==> src/rtl/divided_clock_counter_if.sv <==
// Control/result bundle for divided_clock_counter.
// The requester drives start/gate_cycles and receives the count result.
interface divided_clock_counter_if #(
    parameter int CNT_W  = 16,
    parameter int GATE_W = 16
);
    logic              start;
    logic [GATE_W-1:0] gate_cycles;
    logic              busy;
    logic              done;
    logic [CNT_W-1:0]  count;
    logic              overflow;

    modport master (
        output start, gate_cycles,
        input  busy, done, count, overflow
    );

    modport slave (
        input  start, gate_cycles,
        output busy, done, count, overflow
    );
endinterface

==> src/rtl/divided_clock_counter.sv <==
// Counts rising edges of an asynchronous divided clock over a
// programmable window of system-clock cycles.
module divided_clock_counter #(
    parameter int CNT_W       = 16,
    parameter int GATE_W      = 16,
    parameter int SYNC_STAGES = 2
) (
    input  logic clk_in,
    input  logic rst_n,
    input  logic sig_in,
    divided_clock_counter_if.slave ctl
);
    typedef enum logic {IDLE, COUNT} state_t;

    localparam logic [CNT_W-1:0]  CNT_ONE = 1;
    localparam logic [GATE_W-1:0] TMR_ONE = 1;

    state_t state;
    state_t state_nxt;

    logic [SYNC_STAGES-1:0] sync_q;
    logic s_d;
    logic rise;

    logic [GATE_W-1:0] timer;
    logic [CNT_W-1:0]  acc;
    logic [CNT_W-1:0]  acc_nxt;
    logic ovf;
    logic ovf_nxt;

    logic done_q;
    logic [CNT_W-1:0] count_q;
    logic overflow_q;

    logic launch;
    logic zero_req;
    logic last;

    // Flops reset high so a level already high at release is not an edge
    always_ff @(posedge clk_in or negedge rst_n) begin
        if (!rst_n) begin
            sync_q <= '1;
            s_d    <= 1'b1;
        end else begin
            sync_q <= {sync_q[SYNC_STAGES-2:0], sig_in};
            s_d    <= sync_q[SYNC_STAGES-1];
        end
    end

    assign rise = sync_q[SYNC_STAGES-1] & ~s_d;

    always_comb begin
        acc_nxt = acc;
        ovf_nxt = ovf;
        if (rise) begin
            if (acc == '1) begin
                ovf_nxt = 1'b1;
            end else begin
                acc_nxt = acc + CNT_ONE;
            end
        end
    end

    assign launch   = (state == IDLE) && ctl.start
                      && (ctl.gate_cycles != '0);
    assign zero_req = (state == IDLE) && ctl.start
                      && (ctl.gate_cycles == '0);
    assign last     = (state == COUNT) && (timer == TMR_ONE);

    always_ff @(posedge clk_in or negedge rst_n) begin
        if (!rst_n) begin
            state <= IDLE;
        end else begin
            state <= state_nxt;
        end
    end

    always_comb begin
        state_nxt = state;
        unique case (state)
            IDLE:    if (launch) state_nxt = COUNT;
            COUNT:   if (last) state_nxt = IDLE;
            default: state_nxt = IDLE;
        endcase
    end

    always_ff @(posedge clk_in or negedge rst_n) begin
        if (!rst_n) begin
            timer      <= '0;
            acc        <= '0;
            ovf        <= 1'b0;
            done_q     <= 1'b0;
            count_q    <= '0;
            overflow_q <= 1'b0;
        end else begin
            done_q <= 1'b0;
            unique case (1'b1)
                launch: begin
                    timer <= ctl.gate_cycles;
                    acc   <= '0;
                    ovf   <= 1'b0;
                end
                zero_req: begin
                    count_q    <= '0;
                    overflow_q <= 1'b0;
                    done_q     <= 1'b1;
                end
                last: begin
                    acc        <= acc_nxt;
                    ovf        <= ovf_nxt;
                    timer      <= timer - TMR_ONE;
                    count_q    <= acc_nxt;
                    overflow_q <= ovf_nxt;
                    done_q     <= 1'b1;
                end
                default: begin
                    if (state == COUNT) begin
                        acc   <= acc_nxt;
                        ovf   <= ovf_nxt;
                        timer <= timer - TMR_ONE;
                    end
                end
            endcase
        end
    end

    always_comb begin
        ctl.busy     = (state == COUNT);
        ctl.done     = done_q;
        ctl.count    = count_q;
        ctl.overflow = overflow_q;
    end
endmodule
==> src/flat_wrapper.sv <==
// flat-port wrapper written by rule: the top's interface ports become plain ports
module divided_clock_counter_flat 
#(
    parameter int CNT_W       = 16,
    parameter int GATE_W      = 16,
    parameter int SYNC_STAGES = 2
)
  (clk_in, rst_n, sig_in, ctl_start, ctl_gate_cycles, ctl_busy, ctl_done, ctl_count, ctl_overflow);
  divided_clock_counter_if #(.CNT_W(CNT_W), .GATE_W(GATE_W)) ctl_i ();
  input  logic clk_in;
  input  logic rst_n;
  input  logic sig_in;
  input wire logic [$bits(ctl_i.start)-1:0] ctl_start;
  input wire logic [$bits(ctl_i.gate_cycles)-1:0] ctl_gate_cycles;
  output wire logic [$bits(ctl_i.busy)-1:0] ctl_busy;
  output wire logic [$bits(ctl_i.done)-1:0] ctl_done;
  output wire logic [$bits(ctl_i.count)-1:0] ctl_count;
  output wire logic [$bits(ctl_i.overflow)-1:0] ctl_overflow;
  assign ctl_i.start = ctl_start;
  assign ctl_i.gate_cycles = ctl_gate_cycles;
  assign ctl_busy = ctl_i.busy;
  assign ctl_done = ctl_i.done;
  assign ctl_count = ctl_i.count;
  assign ctl_overflow = ctl_i.overflow;
  divided_clock_counter #(.CNT_W(CNT_W), .GATE_W(GATE_W), .SYNC_STAGES(SYNC_STAGES)) u_core (.clk_in(clk_in), .rst_n(rst_n), .sig_in(sig_in), .ctl(ctl_i));
endmodule
==> config.mk <==
export PLATFORM = sky130hd
export DESIGN_NAME = divided_clock_counter_flat
export DESIGN_NICKNAME = d
export VERILOG_FILES = /design/src/rtl/divided_clock_counter_if.sv /design/src/rtl/divided_clock_counter.sv /design/src/flat_wrapper.sv
export SDC_FILE = /design/constraint.sdc
export NUM_CORES = 1
export LEC_CHECK = 0
export CAP_MARGIN = 20
export CORE_MARGIN = 5
export CORE_UTILIZATION = 62
export CTS_CLUSTER_DIAMETER = 40
export DETAILED_ROUTE_END_ITERATION = 8
export DONT_BUFFER_PORTS = 1
export PLACE_DENSITY = 0.81
export SLEW_MARGIN = 0
export SYNTH_ARGS = -nofsm -noshare
export SYNTH_HDL_FRONTEND = slang
export SYNTH_SLANG_ARGS = --single-unit
==> constraint.sdc <==
create_clock -name clk_in -period 2 [get_ports clk_in]
set_input_delay 0.5 -clock clk_in [delete_from_list [all_inputs] [get_ports clk_in]]
set_output_delay 0.5 -clock clk_in [all_outputs]
set_load 0.01 [all_outputs]
# Word-level counts from Yosys, hierarchy flattened

Cells that the tools add are included.

Word-level logic and storage cells: 43
Bits in registers: 55
Input port bits: 20
Output and inout port bits: 19

Eq/ne operators: 2
Add/subtract/negate cells: 2
Bitwise operators: 4
Mux-type cells: 16
Reductions and logical operators: 10

Operators by type and width:

| kind                                                                  | number |
|---|---|
| 16-bit one-hot mux with 3 select lines                                | 2 |
| 16-bit two-way mux                                                    | 4 |
| 16-bit one-hot mux with 2 select lines                                | 1 |
| 16-bit by 1-bit adder with 16-bit output (second input constant)      | 1 |
| 16-bit by 1-bit == test with 1-bit output (second input constant)     | 1 |
| 16-bit == test (second input constant)                                | 1 |
| 16-bit logical NOT                                                    | 1 |
| 16-bit nonzero test                                                   | 1 |
| 16-bit by 1-bit subtractor with 16-bit output (second input constant) | 1 |
| 1-bit two-way mux                                                     | 6 |
| 1-bit logical AND                                                     | 4 |
| 1-bit one-hot mux with 2 select lines                                 | 2 |
| 1-bit inverter                                                        | 3 |
| 1-bit one-hot mux with 3 select lines                                 | 1 |
| 3-bit nonzero test                                                    | 1 |
| 2-bit AND reduction                                                   | 1 |
| 2-bit nonzero test                                                    | 1 |
| 2-bit OR reduction                                                    | 1 |
| 1-bit AND                                                             | 1 |

# Depth between registers and ports, before layout

Gate-level depths: netlist of the first run.

Word-level depth: 5
Depth in mapped cells: 7
Mapped depth without buffers: 7

# Least setup slack after synthesis of the first run

OpenSTA, ideal clock, no wires.

Path type: input to register
From: input ctl_gate_cycles[9]
To: register u_core.timer[12]
Path buffers: 2
Required time: 1,876 ps
Setup time: 124 ps
Arrival: 1,678 ps
Cell stages on the path: 7
Setup slack: 198 ps
Cell sequence: nor4_1 nand4_1 and2_0 clkbuf_1 clkbuf_1 a22oi_1 nand2_1

Word-level cells in the longest chain between the ends: 4
Elaborated cells on any way between the ends: 8
Those cells by class: mux (1); bitwise (1); reduce/logical (6)

Ends and longest elaborated chain:

| what                                                                         | RTL line                                                 | RTL |
|---|---|---|
| start, declared                                                              | flat_wrapper.sv:14                                       | `input wire logic [$bits(ctl_i.gate_cycles)-1:0] ctl_gate_cycles;` |
| 16-bit nonzero test / 16-bit logical NOT (equally long branches)             | divided_clock_counter.sv:65, divided_clock_counter.sv:67 |  |
| 1-bit logical AND (on tied branches)                                         | divided_clock_counter.sv:65, divided_clock_counter.sv:67 |  |
| 3-bit nonzero test (no source line) / 1-bit inverter (equally long branches) | --                                                       |  |
| 2-bit AND reduction (no source line)                                         | --                                                       |  |
| end signal, assigned                                                         | divided_clock_counter.sv:99                              | `timer <= ctl.gate_cycles;` |
| end signal, assigned                                                         | divided_clock_counter.sv:111                             | `timer <= timer - TMR_ONE;` |
| end signal, assigned                                                         | divided_clock_counter.sv:120                             | `timer <= timer - TMR_ONE;` |
| end, declared                                                                | divided_clock_counter.sv:25                              | `logic [GATE_W-1:0] timer;` |

Several ways; a longest one is shown, not always the timed one.
A chain may end at the register's enable or synchronous reset.

# Worst setup path after layout of the first run

From: register u_core.sync_q[1]
To: register u_core.acc[15]

Word-level cells in the longest chain between the ends: 4

Ends and longest elaborated chain:

| what                                       | RTL line                     | RTL |
|---|---|---|
| start, declared                            | divided_clock_counter.sv:21  | `logic [SYNC_STAGES-1:0] sync_q;` |
| start signal, assigned                     | divided_clock_counter.sv:45  | `sync_q <= {sync_q[SYNC_STAGES-2:0], sig_in};` |
| 1-bit AND (*)                              | divided_clock_counter.sv:50  | `assign rise = sync_q[SYNC_STAGES-1] & ~s_d;` |
| 16-bit two-way mux (*)                     | divided_clock_counter.sv:55  | `if (rise) begin` |
| 16-bit two-way mux                         | divided_clock_counter.sv:117 | `if (state == COUNT) begin` |
| 16-bit one-hot mux with 3 select lines (*) | divided_clock_counter.sv:97  | `unique case (1'b1)` |
| end signal, assigned                       | divided_clock_counter.sv:109 | `acc <= acc_nxt;` |
| end signal, assigned                       | divided_clock_counter.sv:118 | `acc <= acc_nxt;` |
| end, declared                              | divided_clock_counter.sv:26  | `logic [CNT_W-1:0] acc;` |

Mark *: on every way between the ends. The rest lies on a longest branch, timed or not. The select of a mux whose other input is x is not followed.

==> metrics.md, run 1 <==
| Metric | Value |
|---|---|
| Peak VDD IR | 522 uV |
| Die width | about 80 um |
| Syn_area_per_cell | between 9 and 10 um^2 |
| Final Hold Fails | 0 |
| PwrDens | 993 mW/mm^2 |
| Placed Area | 0.00311 mm^2 |
| Post-Route Setup TNS | 0 ns |
| # nets final | 335 |
| Main synth FF type | dfrtp_1 |
| P&R area growth vs syn | 10.6% |
| Max transition margin | between 70 and 80% |
| Ys Warns | 0 |
| Initial antenna violation count | 0 |
| Synthesized area | between 0.002 and 0.003 mm^2 |
| Syn_nets | 323 |
| Setup Crit Path Kind | reg -> reg |
| Total number of vias | roughly 2500 |
| Pin count of the biggest net entering global routing | between 50 and 60 |
| Post-synth EDFFs | 0 |
| Global Route Usage Sum | 22.7% |
| FFs w/ async S/R, synth | 100% |
| Tcrit/Tclk final | between 90% and 100% |
| Die area | roughly 0.0063 mm^2 |
| Vias in the first global route | around 2300 |
| Most common cell after layout, fill and taps aside | dfrtp_1 |
| Max-slew violation count | 0 |
| Post-DR wirelength/cell | between 15 and 20 um |
| Sequential fraction of the synthesis area | 46.1% |
| CTS Sinks | 55 |
| Worst path bufs/invs | 1 |
| Commonest cells after routing, fill and taps aside | dfrtp_1 (52), nand3_1 (35), o21ai_0 (21) |
| Required time worst endpoint | between 2 and 2.5 ns |
| IO Port Bufs | 0 |
| Static Leak | between 1 and 1.5 nW |
| Starting Density | about 64% |
| Worst skew pair latency | 0.31 ns |
| Family with the most delay on the worst path | simple AND/OR/NAND/NOR gates |
| Residual DRC | 0 |
| DR iter-0 viols | around 220 |
| Die Ht | around 80 um |
| Highest clock rate | just over 500 MHz |
| Reg clk slew, reported paths | ~0.10 ns |
| Startpoint Class | register |
| Delay of the slowest critical-path stage | 0.57 ns |
| Root buffer cell | clkbuf_8 |
| CTS tree | built |
| # Max-Cap Violations | 0 |
| Antenna Violating Nets Remaining | 0 |
| IO Pins | 39 |
| Final Cell Area | 0.00331 mm^2 |
| Hold WS | roughly 0.034 ns |
| Slew @ Worst Pin | 0.438 ns |
| Dpl hpwl | roughly 4.6 mm |
| Maximum root-to-sink buffer count | 2 |
| Row Count | 25 |
| Outcome | finished clean |
| H-tree level count | 2 |
| Vias per inst | ~7 |
| Critical Path End Type | register |
| Count of different cell masters after synthesis | 54 |
| Unrepaired setup endpoints after global routing | yes |
| First-pass GRT wire length | 11.2 mm |
| Synth Instances | 300 |
| Final setup viols | 0 |
| Gpl congestion | roughly 0.86 |
| CP Cell Sequence | nand4b_1, or2_4, nor4_4, buf_4, nor2_1, a211oi_2 |
| Final min period | about 1.9 ns |
| # diodes | 0 |
| Hold Path Class | in -> async |
| WP data arrival | around 2.2 ns |
| Core footprint | 0.00469 mm^2 |
| Final wirelength | between 7 and 8 mm |
| Share of cells above drive strength 1 | between 20 and 25% |
| FF+latch count, synth | between 50 and 60 |
| Drt first pass iters | 7 |
| Fin Clk Skew | approximately 0.011 ns |
| Crit-path slowest cell | dfstp_2 |
| Max FO, Critical Path | 4 |
| Cts bufs inserted | 5 |
| Total congestion overflow | 0 |
layout make-up:
| type | count | area [um^2] |
|---|---|---|
| clock buffers | 7 | 86.3 |
| multi-input cells | 221 | 1560 |
| repair buffers | 21 | 178 |
| well taps | 54 | 67.6 |
| flip-flops and latches | 55 | 1380 |
| clock inverters | 1 | 8.76 |
| fillers | 342 | 1380 |
| inverters | 8 | 30.0 |
state kept, by name (all words and copies together), names as in the netlist:
name,cells
u_core.ctl.overflow,1
u_core.ovf,1
u_core.ctl.busy,1
u_core.ctl.count,16
u_core.s_d,1
u_core.ctl.done,1
u_core.timer,16
u_core.acc,16
u_core.sync_q,2
synthesized netlist by cell type (all sizes together), types with 4 or more instances:
cell,count,area (um^2)
a21oi,8,40.0
nand3,41,235
dfrtp,52,1300
o211ai,4,30.0
nand2,16,60.1
clkbuf,7,27.5
a22oi,4,30.0
xnor2,9,78.8
nand3b,5,37.5
a221o,5,50.1
nor3,10,50.1
xor2,7,61.3
buf,10,67.6
nor4,11,109
nor2b,6,37.5
nand4,8,71.3
o21ai,37,238
nor2,13,48.8
inv,7,26.3
report_power, final:
part,switching (mW),internal (mW)
combinational,0.468,0.429
clock,0.360,0.285
sequential,0.376,1.37
worst paths after layout:
check / startpoint / depth (start not counted) / to / slack, ns
max in group asynchronous: rst_n / 1 / u_core.timer[13] / 1.74
worst min-delay path: rst_n / 0 / u_core.sync_q[1] / 0.03
min in group clk_in: sig_in / 0 / u_core.sync_q[0] / 0.19
worst max-delay path: u_core.sync_q[1] / 6 / u_core.acc[15] / 0.06
worst min register to register: u_core.sync_q[0] / 0 / u_core.sync_q[1] / 0.36
worst max register to register: u_core.sync_q[1] / 6 / u_core.acc[15] / 0.06
per-layer routing:
metal / vias up / routed length, um / part of all wire [%] / track usage [%]
li1: 1146 / - / - / -
met1: 1247 / 3050 / 43 / 32.4
met2: 109 / 3450 / 49 / 35.6
met3: 18 / 424 / 6.0 / 4.63
met4: 0 / 114 / 1.6 / 5.50
met5: - / 0 / 0 / 0
cells by family (layout without fill, tap and decap cells):
kind of cell	Yosys count	count (layout)	synth area share, %
AND/OR/NAND/NOR	123	124	25.0
AO/OA/AOI/OAI	75	75	17.8
flip-flops	55	55	46.1
buffers and inverters	25	37	4.18
XOR/XNOR	16	16	4.68
adder cells (fa/ha/maj)	3	3	1.25
multiplexers	3	3	1.00
per-stage QoR:
step / util (%) / std cells / power [mW] / worst slack (ns)
5_1_grt: 70.6 / 367 / 3.48 / -0.0637
3_3_place_gp: 66.3 / 356 / 2.52 / 0.0684
4_1_cts: 69.1 / 366 / 3.25 / 0.0228
3_5_place_dp: 66.3 / 356 / 2.56 / 0.0135
2_1_floorplan: - / 300 / 2.30 / 0.198
6_report: 70.6 / 367 / 3.29 / 0.0584
repair_timing:
| item | CTS | global route |
|---|---|---|
| pin swaps | 0 | 1 |
| setup endpoints to repair | 5 | 23 |
| buffers inserted | 1 | 0 |
| gates cloned | 0 | 1 |
| endpoints found under the hold margin | 52 | 0 |
| hold buffers | 1 | 0 |
| resized for setup | 0 | 12 |
worst register-to-register path, cell delays in order, from the launching register on:
cell and delay [ns]:
dfstp_2 0.57, nand4b_1 0.22, or2_4 0.33, nor4_4 0.33
buf_4 0.17, nor2_1 0.04, a211oi_2 0.21
(Power assumes the default switching activity.)
==> run 2, diff against run 1 <==
--- a/config.mk
+++ b/config.mk
@@ -7,11 +7,11 @@
 export LEC_CHECK = 0
 export CAP_MARGIN = 20
 export CORE_MARGIN = 5
-export CORE_UTILIZATION = 62
+export CORE_UTILIZATION = 23
 export CTS_CLUSTER_DIAMETER = 40
 export DETAILED_ROUTE_END_ITERATION = 8
 export DONT_BUFFER_PORTS = 1
-export PLACE_DENSITY = 0.81
+export PLACE_DENSITY = 0.39
 export SLEW_MARGIN = 0
 export SYNTH_ARGS = -nofsm -noshare
 export SYNTH_HDL_FRONTEND = slang
==> run 2 against run 1 <==
Register-to-register slack improved by 0.04 ns. Sequential share of layout area decreased by 2.9 points. Final cell count increased by 35%. Clock power increased by 44%. Count of clock-buffer cells in the layout increased by 1. Critical endpoint is now u_core.timer[8]. Highest routed layer unchanged.
==> metrics.md, run 2 (synthesized netlist as in run 1, its figures left out) <==
| Metric | Value |
|---|---|
| Outcome | finished clean |
| Maximum root-to-sink buffer count | 2 (unchanged) |
| CP startpoint | u_core.timer[0] |
| WL met2 | 3.75 mm (+8.6%) |
| IO Pins | 39 (unchanged) |
| Static Leak | 1.40 nW (+3.8%) |
| Initial antenna violation count | 0 (unchanged) |
| # diodes | 0 (unchanged) |
| Max transition margin | 69.2% (-1.4 points) |
| Vias per inst | 4.78 (-30%) |
| Root buffer cell | clkbuf_16 |
| Max FO, Critical Path | 5 (+1) |
| PwrDens | 1020 mW/mm^2 (+2.5%) |
| Comb pwr share | 27.8% (+0.5 points) |
| Die width | 124 um (+56%) |
| Residual DRC | 0 (unchanged) |
| Critical Path End Type | register |
| Dpl hpwl | 5.65 mm (+22%) |
| Max-slew violation count | 0 (unchanged) |
| Top Layer Used | met4 |
| Met1 wire length | 3.67 mm (+20%) |
| Switching fraction of total power | 33.4% (-3.2 points) |
| P&R area growth vs syn | 18.8% |
| Worst path bufs/invs | 1 (unchanged) |
| Die Ht | 124 um (+56%) |
| IO Port Bufs | 0 (unchanged) |
| CP Cell Sequence | inv_1, ha_1, nor2b_1, nand3b_1, xnor2_1, and2_1, a221o_1 |
| Setup Crit Path Kind | reg -> reg |
| Commonest cells after routing, fill and taps aside | dfrtp_1 (52), nand3_1 (35), buf_4 (31) |
| Post-Route Setup TNS | 0 ns (unchanged) |
| Delay of the slowest critical-path stage | 0.44 ns (-0.13 ns) |
| Switch Pwr | 1.21 mW (+0.57%) |
| Required time worst endpoint | 2.17 ns (-0.06 ns) |
| # nets final | 345 (+3.0%) |
| Final wirelength | 7.94 mm (+13%) |
| Hold Path Class | in -> async |
| # Max-Cap Violations | 0 (unchanged) |
| Startpoint Class | register |
| Family with the most delay on the worst path | simple AND/OR/NAND/NOR gates |
| Crit-path slowest cell | dfrtp_1 |
| Post-layout util | 28.1% (-43 points) |
| Worst skew pair latency | 0.29 ns (-0.02 ns) |
| Row Count | 41 (+64%) |
| Int Pwr | 2.41 mW (+16%) |
| Most common cell after layout, fill and taps aside | dfrtp_1 |
| Unrepaired setup endpoints after global routing | no |
| Cts bufs inserted | 5 (unchanged) |
| Reg2Reg Launch Point | u_core.timer[0] |
| WP data arrival | 2.07 ns (-0.10 ns) |
| Global Route Usage Sum | 11.1% (-12 points) |
| Total number of vias | 2366 (-6.1%) |
| Vias in the first global route | 2391 (+4.5%) |
| Sequential share of power | 46.5% (-6.6 points) |
| Peak VDD IR | 392 uV (-25%) |
| Gpl congestion | 0.750 (-13%) |
| Final min period | 1.90 ns (-0.0379 ns) |
| Starting Density | 23.6% (-40 points) |
| Antenna Violating Nets Remaining | 0 (unchanged) |
| Fin Clk Skew | 0.00952 ns (-0.00175 ns) |
| H-tree level count | 2 (unchanged) |
| Post-DR wirelength/cell | 16.0 um (-16%) |
| Final setup viols | 0 (unchanged) |
| Highest clock rate | 525 MHz (+2.0%) |
| CTS Sinks | 55 (unchanged) |
| Tcrit/Tclk final | 95.2% (-1.9 points) |
| CTS tree | built |
| Drt first pass iters | 4 (-3) |
| Total congestion overflow | 0 (unchanged) |
| Die area | 0.0154 mm^2 (+140%) |
| Clock power frac | 25.7% (+6.1 points) |
| DR iter-0 viols | 126 (-42%) |
| Share of cells above drive strength 1 | 23.2% (+0.86 points) |
| Core footprint | 0.0127 mm^2 (+170%) |
| Reg clk slew, reported paths | 0.07 ns (-0.03 ns) |
| First-pass GRT wire length | 13.3 mm (+18%) |
| Slew @ Worst Pin | 0.462 ns (+0.0246 ns) |
| Final Hold Fails | 0 (unchanged) |
| Wire length on met3 | 473 um (+12%) |
| Pin count of the biggest net entering global routing | 53 (unchanged) |
-- run 2: changes by cell type in the layout (fill, tap and decap cells not counted), sizes merged --
cell,previous run,this run
buf,21,32
clkinv,2,1
clkbuf,7,8
or3,3,2
-- run 2: through the flow --
| stage | cell area, um^2 | hold slack, ns | setup WS [ns] | std cells | power, mW |
|---|---|---|---|---|---|
| after CTS | 3530 | 0.0276 | 0.0420 | 495 | 3.67 |
| final | 3560 | 0.0420 | 0.0963 | 495 | 3.62 |
| after global placement | 3350 | 0.208 | 0.0344 | 486 | 2.67 |
| after global routing | 3560 | 0.0207 | 0.00837 | 495 | 3.90 |
| after detailed placement | 3350 | 0.209 | 0.0147 | 486 | 2.68 |
| after floorplan | 3000 | 0.204 | 0.198 | 300 | 2.30 |
-- run 2: final cells by class --
class                      instances  area [um^2]
inverter                           8         30.0
tap                              172          215
timing repair buffer              32          260
sequential                        55         1380
clock buffer                       8          156
multi-input combinational        220         1520
fill                            1353         9110
-- run 2: worst paths after layout --
path | end | slack, ns | cells after the start
max | u_core.timer[8] | 0.1 | 7
min | u_core.sync_q[0] | 0.04 | 0
max reg2reg | u_core.timer[8] | 0.1 | 7
min reg2reg | u_core.sync_q[1] | 0.36 | 0
max in group asynchronous | u_core.acc[9] | 1.69 | 1
min in group clk_in | u_core.sync_q[0] | 0.20 | 0
-- run 2: timing repair --
| action | in CTS | in global routing |
|---|---|---|
| endpoints found under the hold margin | 52 | 0 |
| hold buffers | 1 | 0 |
| endpoints found under the setup margin | 0 | 18 |
| setup buffers | 0 | 0 |
| gates resized for setup | 0 | 4 |
-- run 2: worst reg2reg max path: stages (launching register included) --
cell and delay (ns):
dfrtp_1 0.44, inv_1 0.08, ha_1 0.17, nor2b_1 0.38, nand3b_1 0.14, xnor2_1 0.14, and2_1 0.16, a221o_1 0.27
-- run 2: routing by layer --
metal | vias to the layer above | GRT usage [%]
met2 | 44 | 18.1
met4 | 0 | 3.15
li1 | 1170 | -
met3 | 2 | 2.95
met5 | - | 0
met1 | 1150 | 14.5
-- run 2: power groups by stage --
stage	Clock, mW	Combinational [mW]	Sequential (mW)
2_1_floorplan	0	0.656	1.64
4_1_cts	0.980	1.02	1.67
5_1_grt	1.02	1.14	1.74
3_5_place_dp	0	0.982	1.69
6_report	0.931	1.01	1.68
3_3_place_gp	0	0.980	1.69
==> run 3, diff against run 2 <==
--- a/config.mk
+++ b/config.mk
@@ -6,7 +6,7 @@
 export NUM_CORES = 1
 export LEC_CHECK = 0
 export CAP_MARGIN = 20
-export CORE_MARGIN = 5
+export CORE_ASPECT_RATIO = 0.8
 export CORE_UTILIZATION = 23
 export CTS_CLUSTER_DIAMETER = 40
 export DETAILED_ROUTE_END_ITERATION = 8
==> run 3 against run 2 <==
Count of clock-buffer cells in the layout shrank 2. Utilization grew 0.94 points. Register-to-register slack lost 0.02 ns. Global-route usage grew 1.7 points. Flip-flop and latch count is the same. First-iteration DRC count shrank 6.3%. Via count grew 1.6%. Power shrank 1.3%.
==> metrics.md, run 3 (synthesized netlist as in run 1, its figures left out) <==
| Metric | Value |
|---|---|
| Share of cells above drive strength 1 | 24.8% (+1.6 points) |
| Row Count | 36 (-12%) |
| Final Instance Count excl. Fillers | 501 (+1.2%) |
| Worst path bufs/invs | 1 (unchanged) |
| Pin count of the biggest net entering global routing | 53 (unchanged) |
| CTS tree | built |
| Commonest cells after routing, fill and taps aside | dfrtp_1 (52), buf_4 (36), nand3_1 (35) |
| Setup Crit Path Kind | reg -> reg |
| Total power | 3.58 mW (-1.3%) |
| # nets final | 352 (+2.0%) |
| Crit-path slowest cell | or3_4 |
| Most common cell after layout, fill and taps aside | dfrtp_1 |
| # diodes | 0 (unchanged) |
| Dpl hpwl | 5.73 mm (+1.4%) |
| CP startpoint | u_core.timer[9] |
| Tcrit/Tclk final | 96.2% (+1.0 points) |
| Placed Area | 0.00340 mm^2 (+1.5%) |
| Post-Route Setup TNS | 0 ns (unchanged) |
| Root buffer cell | clkbuf_16 |
| Gpl congestion | 0.746 (-0.52%) |
| Critical R2R Capture | u_core.ctl.count[8] |
| IO Port Bufs | 0 (unchanged) |
| Max-slew violation count | 0 (unchanged) |
| Max FO, Critical Path | 14 (+9) |
| Vias in the first global route | 2346 (-1.9%) |
| Final wirelength | 8.06 mm (+1.6%) |
| Startpoint Class | register |
| Required time worst endpoint | 2.18 ns (about the same) |
| Hold Path Class | in -> async |
| IO Pins | 39 (unchanged) |
| Antenna Violating Nets Remaining | 0 (unchanged) |
| Highest clock rate | 520 MHz (-1.1%) |
| Critical Path End Type | register |
| CTS Sinks | 55 (unchanged) |
| DP Worst Slack | -0.0204 ns (-0.0351 ns) |
| Worst r2r path cells | 6 (-1) |
| Delay of the slowest critical-path stage | 0.43 ns (about the same) |
| PwrDens | 991 mW/mm^2 (-2.6%) |
| WP data arrival | 2.10 ns (+0.03 ns) |
| Vias per inst | 4.80 (+0.43%) |
| Static Leak | 1.43 nW (+2.5%) |
| Outcome | finished clean |
| Placed Cells | 490 (+0.82%) |
| # Max-Cap Violations | 0 (unchanged) |
| Reg clk slew, reported paths | 0.08 ns (about the same) |
| Die area | 0.0135 mm^2 (-12%) |
| Residual DRC | 0 (unchanged) |
| Final setup viols | 0 (unchanged) |
| Die width | 130 um (+4.4%) |
| Fin Clk Skew | 0.0115 ns (+0.00198 ns) |
| Total number of vias | 2405 (+1.6%) |
| Maximum root-to-sink buffer count | 2 (unchanged) |
| Drt first pass iters | 4 (unchanged) |
| Worst skew pair latency | 0.30 ns (about the same) |
| Starting Density | 24.1% (+0.45 points) |
| Total congestion overflow | 0 (unchanged) |
| Hold WS | 0.0373 ns (-0.00466 ns) |
| Initial antenna violation count | 0 (unchanged) |
| First-pass GRT wire length | 13.4 mm (+0.89%) |
| H-tree level count | 2 (unchanged) |
| Reg2Reg Launch Point | u_core.timer[9] |
| Final Hold Fails | 0 (unchanged) |
| P&R area growth vs syn | 20.5% |
| Setup crit end | u_core.ctl.count[8] |
| Final Cell Area | 0.00361 mm^2 (+1.4%) |
| CP Cell Sequence | nor4_2, nand3b_1, or3_4, buf_4, nand3_1, o21ai_2 |
| Final min period | 1.92 ns (+0.0202 ns) |
| DR iter-0 viols | 118 (-6.3%) |
| Core footprint | 0.0124 mm^2 (-1.9%) |
| Max transition margin | 74.0% (+4.8 points) |
| Peak VDD IR | 323 uV (-18%) |
| Post-DR wirelength/cell | 16.1 um (+0.40%) |
| R2R Setup Slk | 0.08 ns (-0.02 ns) |
| Global Route Usage Sum | 12.8% (+1.7 points) |
| Final WS setup | 0.0761 ns (-0.0202 ns) |
| Die Ht | 104 um (-16%) |
| Family with the most delay on the worst path | simple AND/OR/NAND/NOR gates |
| Post-layout util | 29.0% (+0.94 points) |
| Slew @ Worst Pin | 0.386 ns (-0.0759 ns) |
| CP Depth | 6 (-1) |
| Cts bufs inserted | 5 (unchanged) |
| Unrepaired setup endpoints after global routing | no |
run 3: worst register-to-register path, delay by kind of cell, from the launching register on:
kind | cells | cell delay (ns)
simple gates | 4 | 1.13
compound gates | 1 | 0.05
flops | 1 | 0.41
buf+inv | 1 | 0.22
run 3: worst min path at each step:
| stage | startpoint | end | cells past startpoint |
|---|---|---|---|
| 3_5_place_dp | rst_n | u_core.timer[12] | 0 |
| 2_1_floorplan | rst_n | u_core.acc[0] | 0 |
| 3_3_place_gp | rst_n | u_core.timer[12] | 0 |
| 5_1_grt | rst_n | u_core.sync_q[1] | 0 |
| 6_report | rst_n | u_core.s_d | 0 |
| 4_1_cts | rst_n | u_core.sync_q[1] | 0 |
run 3: where the power goes:
part           leakage [nW]  internal, mW  switching, mW  total, mW
sequential            0.609          1.37          0.298       1.67
combinational         0.754         0.505          0.506       1.01
clock                0.0710         0.471          0.425      0.896
run 3: final cells by class:
class	instances	area (um^2)
timing repair buffer	39	329
inverter	8	30.0
clock buffer	6	129
tap	171	214
clock inverter	2	17.5
multi-input combinational	220	1510
fill	1336	8820
sequential	55	1380
run 3: layer usage:
metal,part of all wire [%],vias up,global-route usage (%)
met5,0,-,0
met4,0.60,0,2.99
met3,5.1,2,2.93
met2,43,44,18.7
met1,51,1178,19.0
li1,-,1181,-
run 3: repair_timing:
action / CTS / global route
buffers inserted: 2 / 0
hold endpoints to repair: 52 / 0
gates resized for setup: 0 / 4
pin swaps: 0 / 0
endpoints found under the setup margin: 2 / 6
hold buffers: 1 / 0
